===== src/rtl/alu_divider_seq.sv =====
// Iterative radix-2 restoring divider for RV32M DIV/DIVU/REM/REMU.
// One quotient bit per cycle; divide-by-zero and signed overflow finish in one cycle.
module alu_divider_seq #(
  parameter int WIDTH = 32
) (
  input  logic             CLK,
  input  logic             RESET,
  input  logic             START,
  input  logic             FLUSH,
  input  logic [5:0]       SELECT,
  input  logic [WIDTH-1:0] DATA1,
  input  logic [WIDTH-1:0] DATA2,
  output logic [WIDTH-1:0] RESULT,
  output logic             BUSY,
  output logic             DONE
);

  localparam int CW = (WIDTH > 1) ? $clog2(WIDTH) : 1;
  localparam logic [1:0] ST_IDLE = 2'd0;
  localparam logic [1:0] ST_CALC = 2'd1;
  localparam logic [1:0] ST_FIX  = 2'd2;
  localparam logic [1:0] ST_DONE = 2'd3;
  localparam logic [WIDTH-1:0] MIN_NEG = {1'b1, {(WIDTH-1){1'b0}}};

  logic [1:0]       state_reg;
  logic             op_rem_reg;
  logic             op_signed_reg;
  logic             neg1_reg;
  logic             neg2_reg;
  logic [WIDTH-1:0] rem_reg;
  logic [WIDTH-1:0] quo_reg;
  logic [WIDTH-1:0] dvs_reg;
  logic [CW-1:0]    cnt_reg;
  logic [WIDTH-1:0] result_reg;

  logic             valid_sel;
  logic             accept;
  logic             sel_signed;
  logic             sel_rem;
  logic             a_neg;
  logic             b_neg;
  logic [WIDTH-1:0] a_abs;
  logic [WIDTH-1:0] b_abs;
  logic             fast;
  logic [WIDTH-1:0] fast_val;
  logic [WIDTH:0]   rem_sh;
  logic [WIDTH+1:0] diff;
  logic             trial_neg;
  logic [WIDTH-1:0] quo_fix;
  logic [WIDTH-1:0] rem_fix;

  always_comb begin
    valid_sel  = (SELECT[5:2] == 4'b0011);
    accept     = (state_reg == ST_IDLE) && START && valid_sel && !FLUSH;
    // SELECT[1] marks the unsigned variants, SELECT[0] the remainder variants
    sel_signed = ~SELECT[1];
    sel_rem    = SELECT[0];
    a_neg      = sel_signed & DATA1[WIDTH-1];
    b_neg      = sel_signed & DATA2[WIDTH-1];
    a_abs      = a_neg ? ({WIDTH{1'b0}} - DATA1) : DATA1;
    b_abs      = b_neg ? ({WIDTH{1'b0}} - DATA2) : DATA2;
    fast       = 1'b0;
    fast_val   = '0;
    if (DATA2 == '0) begin
      fast     = 1'b1;
      fast_val = sel_rem ? DATA1 : {WIDTH{1'b1}};
    end else if (sel_signed && (DATA1 == MIN_NEG) && (&DATA2)) begin
      fast     = 1'b1;
      fast_val = sel_rem ? '0 : MIN_NEG;
    end
    rem_sh    = {rem_reg, quo_reg[WIDTH-1]};
    diff      = {1'b0, rem_sh} - {2'b00, dvs_reg};
    trial_neg = diff[WIDTH+1];
    quo_fix   = (op_signed_reg && (neg1_reg ^ neg2_reg)) ? ({WIDTH{1'b0}} - quo_reg) : quo_reg;
    rem_fix   = (op_signed_reg && neg1_reg) ? ({WIDTH{1'b0}} - rem_reg) : rem_reg;
  end

  always_ff @(posedge CLK) begin
    if (RESET) begin
      state_reg     <= ST_IDLE;
      op_rem_reg    <= 1'b0;
      op_signed_reg <= 1'b0;
      neg1_reg      <= 1'b0;
      neg2_reg      <= 1'b0;
      rem_reg       <= '0;
      quo_reg       <= '0;
      dvs_reg       <= '0;
      cnt_reg       <= '0;
      result_reg    <= '0;
    end else if (FLUSH) begin
      state_reg <= ST_IDLE;
    end else begin
      case (state_reg)
        ST_IDLE: begin
          if (accept) begin
            op_rem_reg    <= sel_rem;
            op_signed_reg <= sel_signed;
            neg1_reg      <= a_neg;
            neg2_reg      <= b_neg;
            rem_reg       <= '0;
            quo_reg       <= a_abs;
            dvs_reg       <= b_abs;
            cnt_reg       <= CW'(WIDTH - 1);
            if (fast) begin
              result_reg <= fast_val;
              state_reg  <= ST_DONE;
            end else begin
              state_reg <= ST_CALC;
            end
          end
        end
        ST_CALC: begin
          if (!trial_neg) rem_reg <= diff[WIDTH-1:0];
          else            rem_reg <= rem_sh[WIDTH-1:0];
          quo_reg <= {quo_reg[WIDTH-2:0], ~trial_neg};
          cnt_reg <= cnt_reg - CW'(1);
          if (cnt_reg == '0) state_reg <= ST_FIX;
        end
        ST_FIX: begin
          result_reg <= op_rem_reg ? rem_fix : quo_fix;
          state_reg  <= ST_DONE;
        end
        default: state_reg <= ST_IDLE;
      endcase
    end
  end

  assign RESULT = result_reg;
  assign BUSY   = (state_reg == ST_CALC) || (state_reg == ST_FIX);
  assign DONE   = (state_reg == ST_DONE);

endmodule


===== config.mk =====
export PLATFORM = sky130hd
export DESIGN_NAME = alu_divider_seq
export DESIGN_NICKNAME = d
export VERILOG_FILES = /design/src/rtl/alu_divider_seq.sv
export SDC_FILE = /design/constraint.sdc
export NUM_CORES = 1
export LEC_CHECK = 0
export ABC_AREA = 1
export BUFFER_PORTS_ARGS = -buffer_cell sky130_fd_sc_hd__buf_2
export CAP_MARGIN = 10
export CORE_UTILIZATION = 45
export CTS_CLUSTER_DIAMETER = 200
export CTS_CLUSTER_SIZE = 28
export DETAILED_ROUTE_END_ITERATION = 8
export GPL_TIMING_DRIVEN = 1
export PLACE_DENSITY = 0.6
export SLEW_MARGIN = 20
export SYNTH_ARGS = -nofsm -noshare
export SYNTH_HDL_FRONTEND = slang
export SYNTH_SLANG_ARGS = --single-unit

===== constraint.sdc =====
create_clock -name CLK -period 2.5 [get_ports CLK]
set_input_delay 0.5 -clock CLK [delete_from_list [all_inputs] [get_ports CLK]]
set_output_delay 0.5 -clock CLK [all_outputs]
set_load 0.05 [all_outputs]

Word level (Yosys, flattened, before mapping):

Cells that the tools add are included.

* add/sub/neg operators: 6
* eq/ne operators: 8
* mux-type cells: 25
* bitwise logic cells: 6
* reduce and logical (&&, ||, !) cells: 20

Operators with widths (count)
* 32-bit two-way mux: 14
* 32-bit case mux with 2 select lines: 3
* 1-bit by 32-bit subtractor with 32-bit output, first input constant: 4
* 33-bit by 32-bit subtractor with 34-bit output: 1
* 32-bit equality test, second input constant: 1
* 32-bit zero test: 1
* 32-bit AND reduction: 1
* 5-bit case mux with 2 select lines: 1
* 1-bit logical AND: 7
* 2-bit two-way mux: 3
* 2-bit != test, second input constant: 3
* 2-bit case mux with 3 select lines: 1
* 3-bit AND reduction: 2
* 5-bit zero test: 1
* 5-bit two-way mux: 1
* 5-bit by 1-bit subtractor with 5-bit output, second input constant: 1
* 2-bit equality test, second input constant: 2
* 4-bit by 2-bit equality test with 1-bit output, second input constant: 1
* 4-bit AND reduction: 1
* 2-bit nonzero test: 2
* 1-bit inverter: 3
* 1-bit bitwise AND: 2
* 2-bit by 1-bit equality test with 1-bit output, second input constant: 1
* 2-bit zero test: 1
* 6 further kinds: 7

* bits in registers: 139
* input bits: 74
* output and inout port bits: 34
* logic and storage cells: 75

Logic depth before layout (Yosys ltp):

* depth in word-level cells: 8
* mapped depth: 17
* gate-level depth less buffers: 16

Worst setup path before layout:

No wires, ideal clock.

* path type: flip-flop to flip-flop
* start: register quo_reg[31]
* end: register rem_reg[28]
* setup time: 0.132 ns
* data arrival time: 1.885 ns
* required time: 2.368 ns
* slack: 0.483 ns
* stages on the path, launching flop included: 17
* buffers on the path: 0
* period minus slack after synthesis: 2.017 ns
* path through: dfxtp_1 inv_1 ha_1 inv_1 fa_1 nand3_1 nand3_1 nand2_1 nand3_1 nand2_1 nand2_1 nand2_1 nand2_1 nand2_1 nand3_1 nand2_1 a21oi_1

* cells in the longest elaborated chain, start to end: 3

RTL lines
* start, declared: line 31 `logic [WIDTH-1:0] quo_reg;`
* start signal, assigned: line 101 `quo_reg <= a_abs;`
* start signal, assigned: line 115 `quo_reg <= {quo_reg[WIDTH-2:0], ~trial_neg};`
* 33-bit by 32-bit subtractor with 34-bit output: line 72 `diff = {1'b0, rem_sh} - {2'b00, dvs_reg};`
* 32-bit two-way mux: line 113 `if (!trial_neg) rem_reg <= diff[WIDTH-1:0];`
* 32-bit case mux with 2 select lines: line 93 `case (state_reg)`
* end signal, assigned: line 113
* end signal, assigned: line 114 `else rem_reg <= rem_sh[WIDTH-1:0];`
* end, declared: line 30 `logic [WIDTH-1:0] rem_reg;`

Every way passes these cells.
A chain may end at the register's enable or synchronous reset.

Worst setup path after layout:

* start: register rem_reg[7]
* end: register rem_reg[19]

* cells in the longest elaborated chain, start to end: 3

RTL lines (line)
* 33-bit by 32-bit subtractor with 34-bit output: 72
* 32-bit two-way mux: 113
* 32-bit case mux with 2 select lines: 93

Every way passes these cells.

==> summary.md <==
| Metric | Value |
|---|---|
| Critical Path AT | `2690 ps` |
| Area contributors post-synth | `dfxtp_1, nand2_1, inv_1` |
| Die W | `172.5 um` |
| Most common flop cell mapped by yosys | `dfxtp_1` |
| Worst Reg-to-Reg Cells | `14` |
| Worst r2r dst | `rem_reg[19]$_SDFFE_PP0P_` |
| # diodes | `0` |
| Detailed Place HPWL | `41.78 mm` |
| Final setup violation count | `0` |
| CTS tree | `done` |
| Yosys top cell by area | `dfxtp_1` |
| Power, Total | `6.507 mW` |
| Via density | `5.480` |
| Initial DRC count | `1466` |
| Vias in the first global route | `13722` |
| First-pass GRT wire length | `79.63 mm` |
| Hold EP | `op_signed_reg$_SDFFE_PP0P_` |
| Met3 WL | `5.787 mm` |
| Top routing layer used | `met4` |
| Crit-path max FO | `20` |
| Detail Route Antenna Nets | `0` |
| Met1 wire length | `24.68 mm` |
| Status | `finished clean` |
| Max Freq | `418.9 MHz` |
| Relative slew margins | `40.46%` |
| Syn Std Cell Area | `13080 um2` |
| Largest net degree at the start of global routing | `83` |
| Worst-case clock buffer depth | `2` |
| I/O Pins | `108` |
| Worst EP required | `2810 ps` |
| Worst Skew | `13.69 ps` |
| Placer Congestion | `1.002` |
| Setup Crit Path Kind | `flip-flop to flip-flop` |
| Die Y-Extent | `172.5 um` |
| Reg-to-Reg Start | `rem_reg[7]$_SDFFE_PP0P_` |
| Most numerous cell in the Yosys netlist | `nand2_1` |
| Hold Path Depth | `2` |
| DR WL/cell | `18.44 um` |
| Setup_tns | `0 ps` |
| Crit start category | `flip-flop` |
| Vias | `15460` |
| Post-synth EDFFs | `0` |
| Synth top area share | `21.27%` |
| Post-synthesis register bit count | `139` |
| Die area | `29760 um2` |
| Slack of the worst reg-to-reg path | `110 ps` |
| Final Core Density | `53.12%` |
| Max Cap Viol | `0` |
| Clk slew on worst S/H paths | `70 ps` |
| Detailed Routing Iterations Pass 1 | `5` |
| Unrepaired setup endpoints after global routing | `false` |
| Max Slew Vio Count | `0` |
| Gr ovfl total | `0` |
| CTS H-tree lvls | `4` |
| Clk Latency, worst-skew pair | `450 ps` |
| Mapped Cells | `2285` |
| Port bufs | `107` |
| Yosys cell types | `55` |
| Hold WC Path Type | `input pin to flip-flop` |
| Core Region | `28630 um2` |
| Crit path capture type | `flip-flop` |
| Worst-Margin Slew | `883.8 ps` |
| Seq/Total Area, Yosys | `21.27%` |
| Setup ws final | `112.6 ps` |
| Area Overhead vs Synth | `16.23%` |
| Post-route DRC | `0` |
| Async set-reset flop share out of synthesis | `0%` |
| HP Start | `SELECT[1]` |
| Pwr/cell area | `427.9 nW/um2` |
| Setup WS pre-CTS | `37.05 ps` |
| Wire length on met2 | `20.34 mm` |
| GRT Resource Usage Total | `34.83%` |
| Leakage power | `7.787 nW` |
| CTS buffer count | `17` |
| Initial Utilization | `45.70%` |
| Most common library cells after synthesis | `nand2_1, inv_1, nor2_1, nand3_1, a21oi_1` |
| Worst vdd ir | `0.4404 mV` |
| Tmin final | `2387 ps` |
| Synth Warn # | `0` |
| Syn_nets | `2403` |
| Final Cycle Share | `95.50%` |
| Fin. Hold Viols | `0` |
| Initial antenna violation count | `0` |
| Row count | `62` |
| Total Routed Length | `52.02 mm` |
| Layout Nets | `2543` |
| Hold slack | `275.7 ps` |
| Share of layout cells above drive strength 1 | `14.65%` |
| Root buf cell | `clkbuf_16` |
| Syn_area_per_cell | `5.725 um2` |
| Clock sinks | `139` |
[worst max-delay path, cell delays in order, from the launching register on]
cell	delay [ps]
dfxtp_1	470
ha_1	350
nand2_2	130
inv_1	70
a21oi_2	180
nand3_2	140
nand2_1	130
nand2_2	80
nand2_4	100
nand2_8	120
inv_4	90
buf_12	170
nand2_1	70
nand3_1	90
a21oi_1	70
[metrics by stage]
stage / std cells / cell area (um2)
5_1_grt: 2821 / 15210
4_1_cts: 2821 / 15190
6_report: 2821 / 15210
2_1_floorplan: 2285 / 13080
3_5_place_dp: 2790 / 14540
3_3_place_gp: 2790 / 14540
[report_power, final]
group | switching [mW] | internal (mW) | leakage [nW]
Clock | 1.08 | 1.86 | 0.321
Sequential | 0.0139 | 2.23 | 1.12
Combinational | 0.874 | 0.445 | 6.34
Total | 1.97 | 4.54 | 7.79
[area by class of cell]
class                   count  area [um2]
fillers                  3147       13420
repair buffers            200        1361
well taps                 384       480.5
clock buffers              19       432.9
multi-input cells        1740        8692
clock inverters            12       221.5
flip-flops and latches    139        2784
inverters                 327        1234
[metal layers]
layer  vias up  global-route usage, %
met1      7039                  51.59
met5         -                      0
li1       7672                      -
met3        65                  9.483
met4         0                  9.859
met2       684                  48.37
[cells in the final DEF, fill, tap and decap left out, types with 5 or more instances in the layout]
| cell | count |
|---|---|
| a21oi_2 | 22 |
| inv_1 | 307 |
| buf_4 | 84 |
| nand2_2 | 26 |
| a31oi_1 | 6 |
| nor2_4 | 6 |
| buf_12 | 10 |
| o21ai_0 | 154 |
| o21ai_1 | 52 |
| inv_2 | 16 |
| clkbuf_16 | 17 |
| xnor2_1 | 18 |
| o21bai_1 | 5 |
| nand3_2 | 22 |
| ha_1 | 43 |
| buf_2 | 106 |
| bufinv_16 | 6 |
| a211oi_1 | 9 |
| nor2_1 | 263 |
| dfxtp_1 | 138 |
| nor2_2 | 15 |
| o211ai_1 | 12 |
| nand3_1 | 186 |
| xor2_1 | 22 |
| a21oi_1 | 164 |
| nor3_1 | 19 |
| nand4_1 | 49 |
| nand2_1 | 606 |
[repair_timing]
| action | CTS | global route |
|---|---|---|
| setup buffers | 0 | 0 |
| endpoints found under the hold margin | 0 | 0 |
| gates resized for setup | 0 | 6 |
| hold buffers | 0 | 0 |
| endpoints found under the setup margin | 0 | 22 |
[how the worst max path moves through the flow]
stage,slack (ps),end,depth (start not counted),startpoint
final,110,rem_reg[19]$_SDFFE_PP0P_,14,rem_reg[7]$_SDFFE_PP0P_
after detailed placement,40,RESULT[0]$_SDFFE_PP0P_,13,DATA2[1]
after global routing,0.8,rem_reg[19]$_SDFFE_PP0P_,15,dvs_reg[8]$_SDFFE_PP0P_
after floorplan,480,rem_reg[28]$_SDFFE_PP0P_,16,quo_reg[31]$_SDFFE_PP0P_
after CTS,100,rem_reg[19]$_SDFFE_PP0P_,14,rem_reg[7]$_SDFFE_PP0P_
after global placement,80,RESULT[0]$_SDFFE_PP0P_,13,DATA2[0]
[kinds of logic (layout without fill, tap and decap cells)]
logic type / after synthesis / count (layout) / share of synthesized area [%]
simple gates: 1215 / 1215 / 40.92
compound gates: 441 / 441 / 18.50
buf+inv: 406 / 558 / 12.37
flops: 139 / 139 / 21.27
fa+ha+maj: 44 / 44 / 4.266
xor+xnor: 40 / 40 / 2.678
Note: power is estimated with default switching activity, not from simulation.
